==> config.mk <==
export PLATFORM = sky130hd
export DESIGN_NAME = psm_feeder_flat
export DESIGN_NICKNAME = d
export VERILOG_FILES = /design/src/rtl/psm_feeder_if.sv /design/src/rtl/psm_feeder.sv /design/src/flat_wrapper.sv
export SDC_FILE = /design/constraint.sdc
export NUM_CORES = 1
export LEC_CHECK = 0
export BUFFER_PORTS_ARGS = -buffer_cell sky130_fd_sc_hd__buf_2
export CORE_MARGIN = 2
export CORE_UTILIZATION = 52
export DETAILED_ROUTE_END_ITERATION = 6
export PLACE_DENSITY = 0.75
export SYNTH_ARGS = -nofsm -noshare
export SYNTH_HDL_FRONTEND = slang
export SYNTH_SLANG_ARGS = --single-unit
==> constraint.sdc <==
create_clock -name Clock -period 2.86 [get_ports Clock]
set_input_delay 0.143 -clock Clock [delete_from_list [all_inputs] [get_ports Clock]]
set_output_delay 0.143 -clock Clock [all_outputs]
set_load 0.05 [all_outputs]
==> src/rtl/psm_feeder_if.sv <==
// Operand-pair feeder bus: upstream push handshake, downstream PSM link and status.
interface psm_feeder_if;
  logic       In_Valid;
  logic [7:0] In_A;
  logic [7:0] In_B;
  logic       In_Ready;
  logic       Psm_Ready;
  logic       Start;
  logic [7:0] Din1;
  logic [7:0] Din2;
  logic [3:0] Count;
  logic [7:0] Done_Count;
  logic       Busy;
  logic       Err;

  // Environment side: operand source and processing state machine.
  modport master (
    output In_Valid, In_A, In_B, Psm_Ready,
    input  In_Ready, Start, Din1, Din2, Count, Done_Count, Busy, Err
  );

  // Feeder side.
  modport slave (
    input  In_Valid, In_A, In_B, Psm_Ready,
    output In_Ready, Start, Din1, Din2, Count, Done_Count, Busy, Err
  );
endinterface

==> src/rtl/psm_feeder.sv <==
// Operand-pair FIFO feeding a downstream processing state machine (PSM).
// Pairs are queued, then issued one at a time with a one-cycle Start pulse;
// the feeder waits for the PSM to go busy and then idle again, counting
// completions and flagging a sticky error if the PSM never goes busy.
module psm_feeder #(
  parameter int unsigned DEPTH = 4
) (
  input logic         Clock,
  input logic         Reset,
  psm_feeder_if.slave bus
);

  localparam int unsigned PW      = (DEPTH > 2) ? $clog2(DEPTH) : 1;
  localparam logic [3:0]  DEPTH_C = 4'(DEPTH);

  typedef enum logic [1:0] {
    IDLE,
    ISSUE,
    WAIT_BUSY,
    WAIT_DONE
  } state_e;

  state_e        state_q, state_d;
  logic [15:0]   mem_q [DEPTH];
  logic [PW-1:0] wr_ptr_q, wr_ptr_d;
  logic [PW-1:0] rd_ptr_q, rd_ptr_d;
  logic [3:0]    count_q, count_d;
  logic [7:0]    din1_q, din1_d;
  logic [7:0]    din2_q, din2_d;
  logic [7:0]    done_q, done_d;
  logic          start_q, start_d;
  logic          err_q, err_d;
  logic          wb_seen_q, wb_seen_d;

  logic          in_ready;
  logic          push;
  logic          pop;

  // Full blocks pushes even when a pop happens the same cycle.
  assign in_ready = (count_q < DEPTH_C);
  assign push     = bus.In_Valid & in_ready;
  // Issue only from IDLE on registered occupancy, so a fresh entry waits one edge.
  assign pop      = (state_q == IDLE) && (count_q != '0) && bus.Psm_Ready;

  // Queue pointer and occupancy next-state.
  always_comb begin
    wr_ptr_d = wr_ptr_q;
    count_d  = count_q;
    if (push) begin
      wr_ptr_d = wr_ptr_q + 1'b1;
    end
    if (push && !pop) begin
      count_d = count_q + 4'd1;
    end else if (pop && !push) begin
      count_d = count_q - 4'd1;
    end
  end

  // Issue/handshake FSM next-state and registered outputs.
  always_comb begin
    state_d   = state_q;
    start_d   = 1'b0;
    din1_d    = din1_q;
    din2_d    = din2_q;
    rd_ptr_d  = rd_ptr_q;
    done_d    = done_q;
    err_d     = err_q;
    wb_seen_d = wb_seen_q;
    case (state_q)
      IDLE: begin
        if (pop) begin
          state_d  = ISSUE;
          start_d  = 1'b1;
          din1_d   = mem_q[rd_ptr_q][15:8];
          din2_d   = mem_q[rd_ptr_q][7:0];
          rd_ptr_d = rd_ptr_q + 1'b1;
        end
      end
      ISSUE: begin
        state_d   = WAIT_BUSY;
        wb_seen_d = 1'b0;
      end
      WAIT_BUSY: begin
        if (!bus.Psm_Ready) begin
          state_d = WAIT_DONE;
        end else if (wb_seen_q) begin
          // Second edge with the PSM still idle: give up on this job.
          err_d   = 1'b1;
          state_d = IDLE;
        end else begin
          wb_seen_d = 1'b1;
        end
      end
      WAIT_DONE: begin
        if (bus.Psm_Ready) begin
          done_d  = done_q + 8'd1;
          state_d = IDLE;
        end
      end
      default: state_d = IDLE;
    endcase
  end

  // Control and status registers; reset discards the queue immediately.
  always_ff @(posedge Clock or negedge Reset) begin
    if (!Reset) begin
      state_q   <= IDLE;
      wr_ptr_q  <= '0;
      rd_ptr_q  <= '0;
      count_q   <= '0;
      din1_q    <= '0;
      din2_q    <= '0;
      done_q    <= '0;
      start_q   <= 1'b0;
      err_q     <= 1'b0;
      wb_seen_q <= 1'b0;
    end else begin
      state_q   <= state_d;
      wr_ptr_q  <= wr_ptr_d;
      rd_ptr_q  <= rd_ptr_d;
      count_q   <= count_d;
      din1_q    <= din1_d;
      din2_q    <= din2_d;
      done_q    <= done_d;
      start_q   <= start_d;
      err_q     <= err_d;
      wb_seen_q <= wb_seen_d;
    end
  end

  // Entry storage; contents are only meaningful behind the pointers.
  always_ff @(posedge Clock) begin
    if (push) begin
      mem_q[wr_ptr_q] <= {bus.In_A, bus.In_B};
    end
  end

  assign bus.In_Ready   = in_ready;
  assign bus.Start      = start_q;
  assign bus.Din1       = din1_q;
  assign bus.Din2       = din2_q;
  assign bus.Count      = count_q;
  assign bus.Done_Count = done_q;
  assign bus.Err        = err_q;
  assign bus.Busy       = (count_q != '0) || (state_q != IDLE);

endmodule
==> src/flat_wrapper.sv <==
// flat-port wrapper written by rule: the top's interface ports become plain ports
module psm_feeder_flat 
#(
  parameter int unsigned DEPTH = 4
)
  (Clock, Reset, bus_In_Valid, bus_In_A, bus_In_B, bus_Psm_Ready, bus_In_Ready, bus_Start, bus_Din1, bus_Din2, bus_Count, bus_Done_Count, bus_Busy, bus_Err);
  psm_feeder_if bus_i ();
  input logic Clock;
  input logic Reset;
  input wire logic [$bits(bus_i.In_Valid)-1:0] bus_In_Valid;
  input wire logic [$bits(bus_i.In_A)-1:0] bus_In_A;
  input wire logic [$bits(bus_i.In_B)-1:0] bus_In_B;
  input wire logic [$bits(bus_i.Psm_Ready)-1:0] bus_Psm_Ready;
  output wire logic [$bits(bus_i.In_Ready)-1:0] bus_In_Ready;
  output wire logic [$bits(bus_i.Start)-1:0] bus_Start;
  output wire logic [$bits(bus_i.Din1)-1:0] bus_Din1;
  output wire logic [$bits(bus_i.Din2)-1:0] bus_Din2;
  output wire logic [$bits(bus_i.Count)-1:0] bus_Count;
  output wire logic [$bits(bus_i.Done_Count)-1:0] bus_Done_Count;
  output wire logic [$bits(bus_i.Busy)-1:0] bus_Busy;
  output wire logic [$bits(bus_i.Err)-1:0] bus_Err;
  assign bus_i.In_Valid = bus_In_Valid;
  assign bus_i.In_A = bus_In_A;
  assign bus_i.In_B = bus_In_B;
  assign bus_i.Psm_Ready = bus_Psm_Ready;
  assign bus_In_Ready = bus_i.In_Ready;
  assign bus_Start = bus_i.Start;
  assign bus_Din1 = bus_i.Din1;
  assign bus_Din2 = bus_i.Din2;
  assign bus_Count = bus_i.Count;
  assign bus_Done_Count = bus_i.Done_Count;
  assign bus_Busy = bus_i.Busy;
  assign bus_Err = bus_i.Err;
  psm_feeder #(.DEPTH(DEPTH)) u_core (.Clock(Clock), .Reset(Reset), .bus(bus_i));
endmodule
==> impl_metrics.yaml, run 1 <==
status:
  status: "finished clean"
critical_path:
  path_class: "flop to flop"
  worstPathArrival_ns: 2.94
  worst_ep_required_time_ns: 3.09
  cp-end-kind: "flop"
  cp-start-kind: "flop"
  path_max_fanout: 6
timing:
  worst_pin_slew_ns: 0.8576
  grt_setup_unrepaired: "false"
  finalSetupViolations: 0
  timing.final.crit_period_ns: 2.704
  fmax_mhz: 369.8
  fin_setup_tns_ns: 0
  whs_ns: 0.009885
  fin_crit_sh: 0.9456
  drv_slew: 0
  fin_worst_skew_ns: 0.008008
  setup_slack_ns: 0.1557
  hold_viol_final: 0
  relSlewSlack: 0.4283
synthesis:
  synth_top_flop_cell: "edfxtp_1"
  syn-instance-count: 218
  ys_ff_latch: 101
  yosysWarnings: 0
  postSynthAreaPerCell_um2: 18.98
  ys_seq_area_frac: 0.6882
  async_reset_ff_frac: 0.3663
  synth_area_leaders: "edfxtp_1 46%, dfrtp_1 22%, mux4_2 6.5%"
  yosysTopAreaCellShare: 0.4645
  synthDistinctLibCells: 36
  synth_fp_nets: 247
  synth_edf_count: 64
  synthMostInstantiatedCell: "edfxtp_1"
  synth_area_leader_cell: "edfxtp_1"
  yosys-top-cells-count: "64 x edfxtp_1, 37 x dfrtp_1, 16 x mux2_4"
  synth_area_um2: 4138
die:
  die_w_um: 93.20
  die_y_um: 93.20
  pin_count: 52
  num_rows: 32
  start_util: 0.5355
  core-area_um2: 7727
  die_area_um2: 8686
clocking:
  clockBufferDepth: 2
  cts_hold_buffers: 13
  cts.clk_slew.worst_paths_ns: 0.10
  cts_resized: 0
  clock-sinks: 101
  cts_tree: "yes"
  htreeDepth: 3
  cts_made_buffers: 9
  insertion_delay_ns: 0.36
  cts_root_buffer: "clkbuf_8"
  post_cts_buffers: 0
routing:
  routedWlPerCell_um: 16.82
  ant_nets: 0
  vias_per_cell: 5.201
  wl_met2_um: 3329
  route.detailed.drc: 0
  wl_met1_um: 2975
  vias: 2049
  drt-total-wl_um: 6627
  dr.pass1.iters: 4
  top_layer: "met4"
  met3_length_um: 240
  drtIter0Drc: 108
grt:
  grt_max_degree: 38
  grtUsageTotal: 0.1661
  antenna_found_initial: 0
  grt_pass1_wl_um: 10720
  grt_overflow_total: 0
  grt_pass1_vias: 2114
pwr:
  p_per_area_nw_per_um2: 1102
  switchingPower_mw: 2.086
  comb_power_share: 0.400
  p_seq_frac: 0.420
  p_total_mw: 5.270
  p_leak_nw: 1.926
  ir_drop_v: 0.0005171
  p_sw_frac: 0.3959
  p_int_mw: 3.184
  clock_power_share: 0.180
final_layout:
  antenna_cells: 0
  drive_above_1_share: 0.3630
  area_growth_pct: 15.60
  layout.cells.non_filler: 394
  final_nets: 316
place:
  hpwl_um: 4276
  post-place-ws_ns: 0.1849
  place.port_buffers: 51
  numPlacedInstances: 365
  gp_congestion: 0.7220
hold_path:
  hp-class: "input port to flop"
flow_run:
  max_cap_viol_count: 0
## cells in the final DEF (no fill, tap or decap), drive strengths merged
| cell type | netlist | layout |
|---|---|---|
| a2111o | 1 | 1 |
| a21oi | 4 | 4 |
| a41o | 1 | 1 |
| and2 | 1 | 1 |
| and3 | 6 | 6 |
| buf | 4 | 53 |
| bufinv | 0 | 1 |
| clkbuf | 4 | 9 |
| clkinv | 0 | 1 |
| clkinvlp | 0 | 1 |
| dfrtp | 37 | 37 |
| dlygate4sd3 | 0 | 13 |
| edfxtp | 64 | 64 |
| fa | 1 | 1 |
| ha | 8 | 8 |
| inv | 6 | 10 |
| mux2 | 18 | 18 |
| mux2i | 1 | 1 |
| mux4 | 16 | 16 |
| nand2 | 8 | 8 |
| nand2b | 1 | 1 |
| nand3 | 5 | 5 |
| nand3b | 1 | 1 |
| nand4 | 4 | 4 |
| nor2 | 3 | 3 |
| nor3 | 3 | 3 |
| o211ai | 2 | 2 |
| o21a | 1 | 1 |
| o21ai | 3 | 3 |
| or3 | 1 | 1 |
| or4 | 2 | 2 |
| xnor2 | 9 | 9 |
| xor2 | 3 | 3 |
## metrics by stage
stage	area, um2	utilization
floorplan	4149	-
global placement	4441	0.5746
detailed placement	4441	0.5746
CTS	4783	0.6190
global route	4783	0.6190
finish	4783	0.6190
## critical path, cell delays in order (launching register included)
cell and delay (ns):
dfrtp_2 0.46, or4_4 0.58, nand3_4 0.10, ha_1 0.24
inv_1 0.13, ha_1 0.37, or4_1 0.49, o211ai_1 0.10
o211ai_1 0.11
## power groups by stage
stage,combinational [mW],clock [mW],sequential [mW]
floorplan,1.21,0,2.76
global placement,2.07,0,2.24
detailed placement,2.12,0,2.24
CTS,2.14,0.973,2.22
global route,2.26,1.03,2.26
finish,2.11,0.947,2.21
## cell type report
type / instances / area [um2]
clock buffer: 9 / 123.9
clock inverter: 7 / 88.84
fill: 552 / 2944
inverter: 6 / 22.52
multi-input combinational: 103 / 1169
sequential: 101 / 2851
tap: 102 / 127.6
timing repair buffer: 66 / 400.4
## path summary, 6_finish.rpt
kind                                                from                        to  slack (ns)  cells after the start
worst max-delay path                 u_core.bus.Count[0]       u_core.bus.Count[3]        0.16                      8
worst min-delay path                         bus_In_A[0]        u_core.mem_q[2][8]        0.01                      1
worst max register to register       u_core.bus.Count[0]       u_core.bus.Count[3]        0.16                      8
worst min register to register  u_core.bus.Done_Count[7]  u_core.bus.Done_Count[7]        0.46                      1
max in group asynchronous                          Reset       u_core.bus.Count[2]        1.85                      2
min in group asynchronous                          Reset            u_core.bus.Err        0.41                      2
## state kept, by name, indices dropped and copies added (netlist names)
register	cells
u_core.bus.Err	1
u_core.mem_q	64
u_core.bus.Din2	8
u_core.rd_ptr_q	2
u_core.wb_seen_q	1
u_core.wr_ptr_q	2
u_core.bus.Din1	8
u_core.state_q	2
u_core.bus.Start	1
u_core.bus.Count	4
u_core.bus.Done_Count	8
## logic make-up (layout without fill, tap and decap cells)
| kind of cell | after synthesis | count (layout) | share of synthesized area |
|---|---|---|---|
| AOI/OAI and AO/OA | 12 | 12 | 0.01905 |
| xor gates and xnor gates | 12 | 12 | 0.02540 |
| adders and majority gates | 9 | 9 | 0.02903 |
| buffers and inverters | 14 | 88 | 0.03115 |
| DFF | 101 | 101 | 0.6882 |
| muxes | 35 | 35 | 0.1566 |
| and+or+nand+nor | 35 | 35 | 0.05050 |
## layer usage
metal	up-vias	GRT usage
met5	-	0
met4	0	0.06618
met3	5	0.03143
met2	47	0.2742
met1	1023	0.2200
li1	974	-
(Power assumes the default switching activity.)
==> run 2: changes to the inputs <==
--- a/config.mk
+++ b/config.mk
@@ -5,11 +5,12 @@
 export SDC_FILE = /design/constraint.sdc
 export NUM_CORES = 1
 export LEC_CHECK = 0
+export ABC_AREA = 1
 export BUFFER_PORTS_ARGS = -buffer_cell sky130_fd_sc_hd__buf_2
 export CORE_MARGIN = 2
 export CORE_UTILIZATION = 52
 export DETAILED_ROUTE_END_ITERATION = 6
-export PLACE_DENSITY = 0.75
+export PLACE_DENSITY = 0.74
 export SYNTH_ARGS = -nofsm -noshare
 export SYNTH_HDL_FRONTEND = slang
 export SYNTH_SLANG_ARGS = --single-unit
==> run 2 against run 1 <==
Utilization is 0.48 points lower. Global-route usage is 2.7 points higher. Synthesized cell count is 83% higher. Final area is 3.9% higher. Sequential share of layout area is 2.3 points lower. Critical path depth is 5 higher. Die area is 2.8% higher. Final cell count is 47% higher. Area after synthesis is 2.9% higher. Clock skew is 0.0060 ns higher. Routed wire length is 18% higher. Critical path type unchanged. Critical endpoint unchanged.
==> impl_metrics.yaml, run 2 <==
status:
  status: "finished clean"
timing:
  setup_slack_ns: 0.7230
  fin_crit_sh: 0.7472
  drv_slew: 0
  hold_viol_final: 0
  fin_setup_tns_ns: 0
  relSlewSlack: 0.3849
  finalSetupViolations: 0
  timing.final.crit_period_ns: 2.137
  fin_worst_skew_ns: 0.01400
  grt_setup_unrepaired: "false"
  whs_ns: 0.009510
  fmax_mhz: 467.9
  worst_pin_slew_ns: 0.9217
routing:
  ant_nets: 0
  drtIter0Drc: 159
  vias_per_cell: 5.007
  drt-total-wl_um: 7795
  dr.pass1.iters: 4
  route.detailed.drc: 0
  vias: 2904
  routedWlPerCell_um: 13.44
clocking:
  htreeDepth: 3
  cts_made_buffers: 9
  clock-sinks: 101
  cts_root_buffer: "clkbuf_8"
  clockBufferDepth: 2
  cts_tree: "yes"
  insertion_delay_ns: 0.36
  cts.clk_slew.worst_paths_ns: 0.10
hold_path:
  hold_path_startpoint: "bus_In_B[0]"
  hp-class: "input port to flop"
synthesis:
  synth_top_flop_cell: "edfxtp_1"
  synth_fp_nets: 429
  postSynthAreaPerCell_um2: 10.65
  yosysWarnings: 0
  synthDistinctLibCells: 28
  ys_ff_latch: 101
  ys_seq_area_frac: 0.6686
  synth_area_leader_cell: "edfxtp_1"
  syn-instance-count: 400
  async_reset_ff_frac: 0.3663
  synthMostInstantiatedCell: "nand2_1"
  synth_area_leaders: "edfxtp_1 45%, dfrtp_1 22%, nand2_1 9.9%"
  yosys-top-cells-count: "112 x nand2_1, 75 x nor2_1, 64 x edfxtp_1"
  synth_area_um2: 4259
  synth_edf_count: 64
  yosysTopAreaCellShare: 0.4512
critical_path:
  crit_path_start: "u_core.bus.Count[3]"
  worstPathCellList: "nor2_4, nand2_1, inv_1, ha_1, inv_1, ha_1, nand2_1, nand2_1, nor2_1, nand2_1, nand2_1, nand2_1, nand2_1"
  cp-start-kind: "flop"
  crit_path_top_delay_cell: "dfrtp_1"
  path_buf_inv: 2
  worstPathArrival_ns: 2.45
  rr_startpoint: "u_core.bus.Count[3]"
  slowest_delay_ns: 0.46
  worst_ep_required_time_ns: 3.17
  path_class: "flop to flop"
  cp-end-kind: "flop"
  cpLargestDelayFamily: "simple AND/OR/NAND/NOR gates"
  cpMostUsedCell: "nand2_1"
  path_max_fanout: 6
final_layout:
  antenna_cells: 0
  largest_reg_flops: 64
  layout.cells.non_filler: 580
  fin_util: 0.6143
  final_nets: 499
  area_growth_pct: 16.72
  mostFrequentLayoutCells: "112 x nand2_1, 75 x nor2_1, 64 x edfxtp_1, 51 x buf_2, 37 x dfrtp_1"
  largest_register: "u_core.mem_q"
  design_area_um2: 4971
  layout_commonest_cell: "nand2_1"
  drive_above_1_share: 0.1726
grt:
  antenna_found_initial: 0
  grtUsageTotal: 0.1927
  grt_pass1_wl_um: 13100
  grt_max_degree: 38
  grt_overflow_total: 0
  grt_pass1_vias: 2795
die:
  core-area_um2: 8093
  pin_count: 52
  num_rows: 33
  start_util: 0.5263
  die_area_um2: 8930
  die_w_um: 94.50
  die_y_um: 94.50
pwr:
  p_total_mw: 5.512
  ir_drop_v: 0.0003822
  p_per_area_nw_per_um2: 1109
  p_leak_nw: 2.176
place:
  place.port_buffers: 51
  post-place-ws_ns: 0.7455
  hpwl_um: 4993
  gp_congestion: 0.8032
  numPlacedInstances: 549
  dpl_cell_area_um2: 4599
flow_run:
  max_cap_viol_count: 0
-- run 2: changes by cell type after synthesis, sizes merged, moves of 8 or more --
cell,delta
mux2,-18
inv,+14
buf,+8
o21ai,+34
nor2,+74
mux4,-16
nand2,+106
-- run 2: final cells by class --
class                      instances  area [um2]
clock buffer                       9       123.9
clock inverter                     7       97.59
fill                             686        3122
inverter                          20       75.07
multi-input combinational        265        1237
sequential                       101        2848
tap                              105       131.4
timing repair buffer              73       457.9
-- run 2: cell families after synthesis --
family          Yosys count  synth area share
simple gates            205            0.1915
flops                   101            0.6686
buf+inv                  34           0.04084
fa+ha+maj                 9           0.02820
xor+xnor                 10           0.02056
compound gates           41           0.05023
-- run 2: power by group --
| group | internal, mW | total (mW) | switching (mW) | leakage, nW |
|---|---|---|---|---|
| Combinational | 0.663 | 2.39 | 1.72 | 1.03 |
| Clock | 0.495 | 0.980 | 0.484 | 0.106 |
| Sequential | 1.92 | 2.14 | 0.222 | 1.04 |
-- run 2: path summary, 6_finish.rpt --
kind	end	slack (ns)	cells past startpoint
setup / recovery	u_core.bus.Count[3]	0.72	13
hold / removal	u_core.mem_q[0][0]	0.01	1
setup reg to reg	u_core.bus.Count[3]	0.72	13
hold reg to reg	u_core.bus.Din2[7]	0.48	2
max in group asynchronous	u_core.rd_ptr_q[0]	1.94	2
min in group asynchronous	u_core.bus.Count[2]	0.40	2
-- run 2: timing repair --
item                      CTS  global route
hold endpoints to repair   89             0
hold buffers               15             0
resized for setup           0             0
setup buffers               0             0
-- run 2: per-layer routing --
metal	wire (um)	vias up	GRT usage	share of wire
li1	-	1444	-	-
met1	3620	1370	0.2469	0.46
met2	3662	75	0.3214	0.47
met3	362	15	0.03512	0.046
met4	149	0	0.08816	0.019
met5	0	-	0	0
-- run 2: worst reg2reg max path, delay by kind of cell, from the launching register on --
family / cells / cell delay (ns)
adders and majority gates: 2 / 0.56
buffers and inverters: 2 / 0.24
DFF: 1 / 0.46
and+or+nand+nor: 9 / 0.82
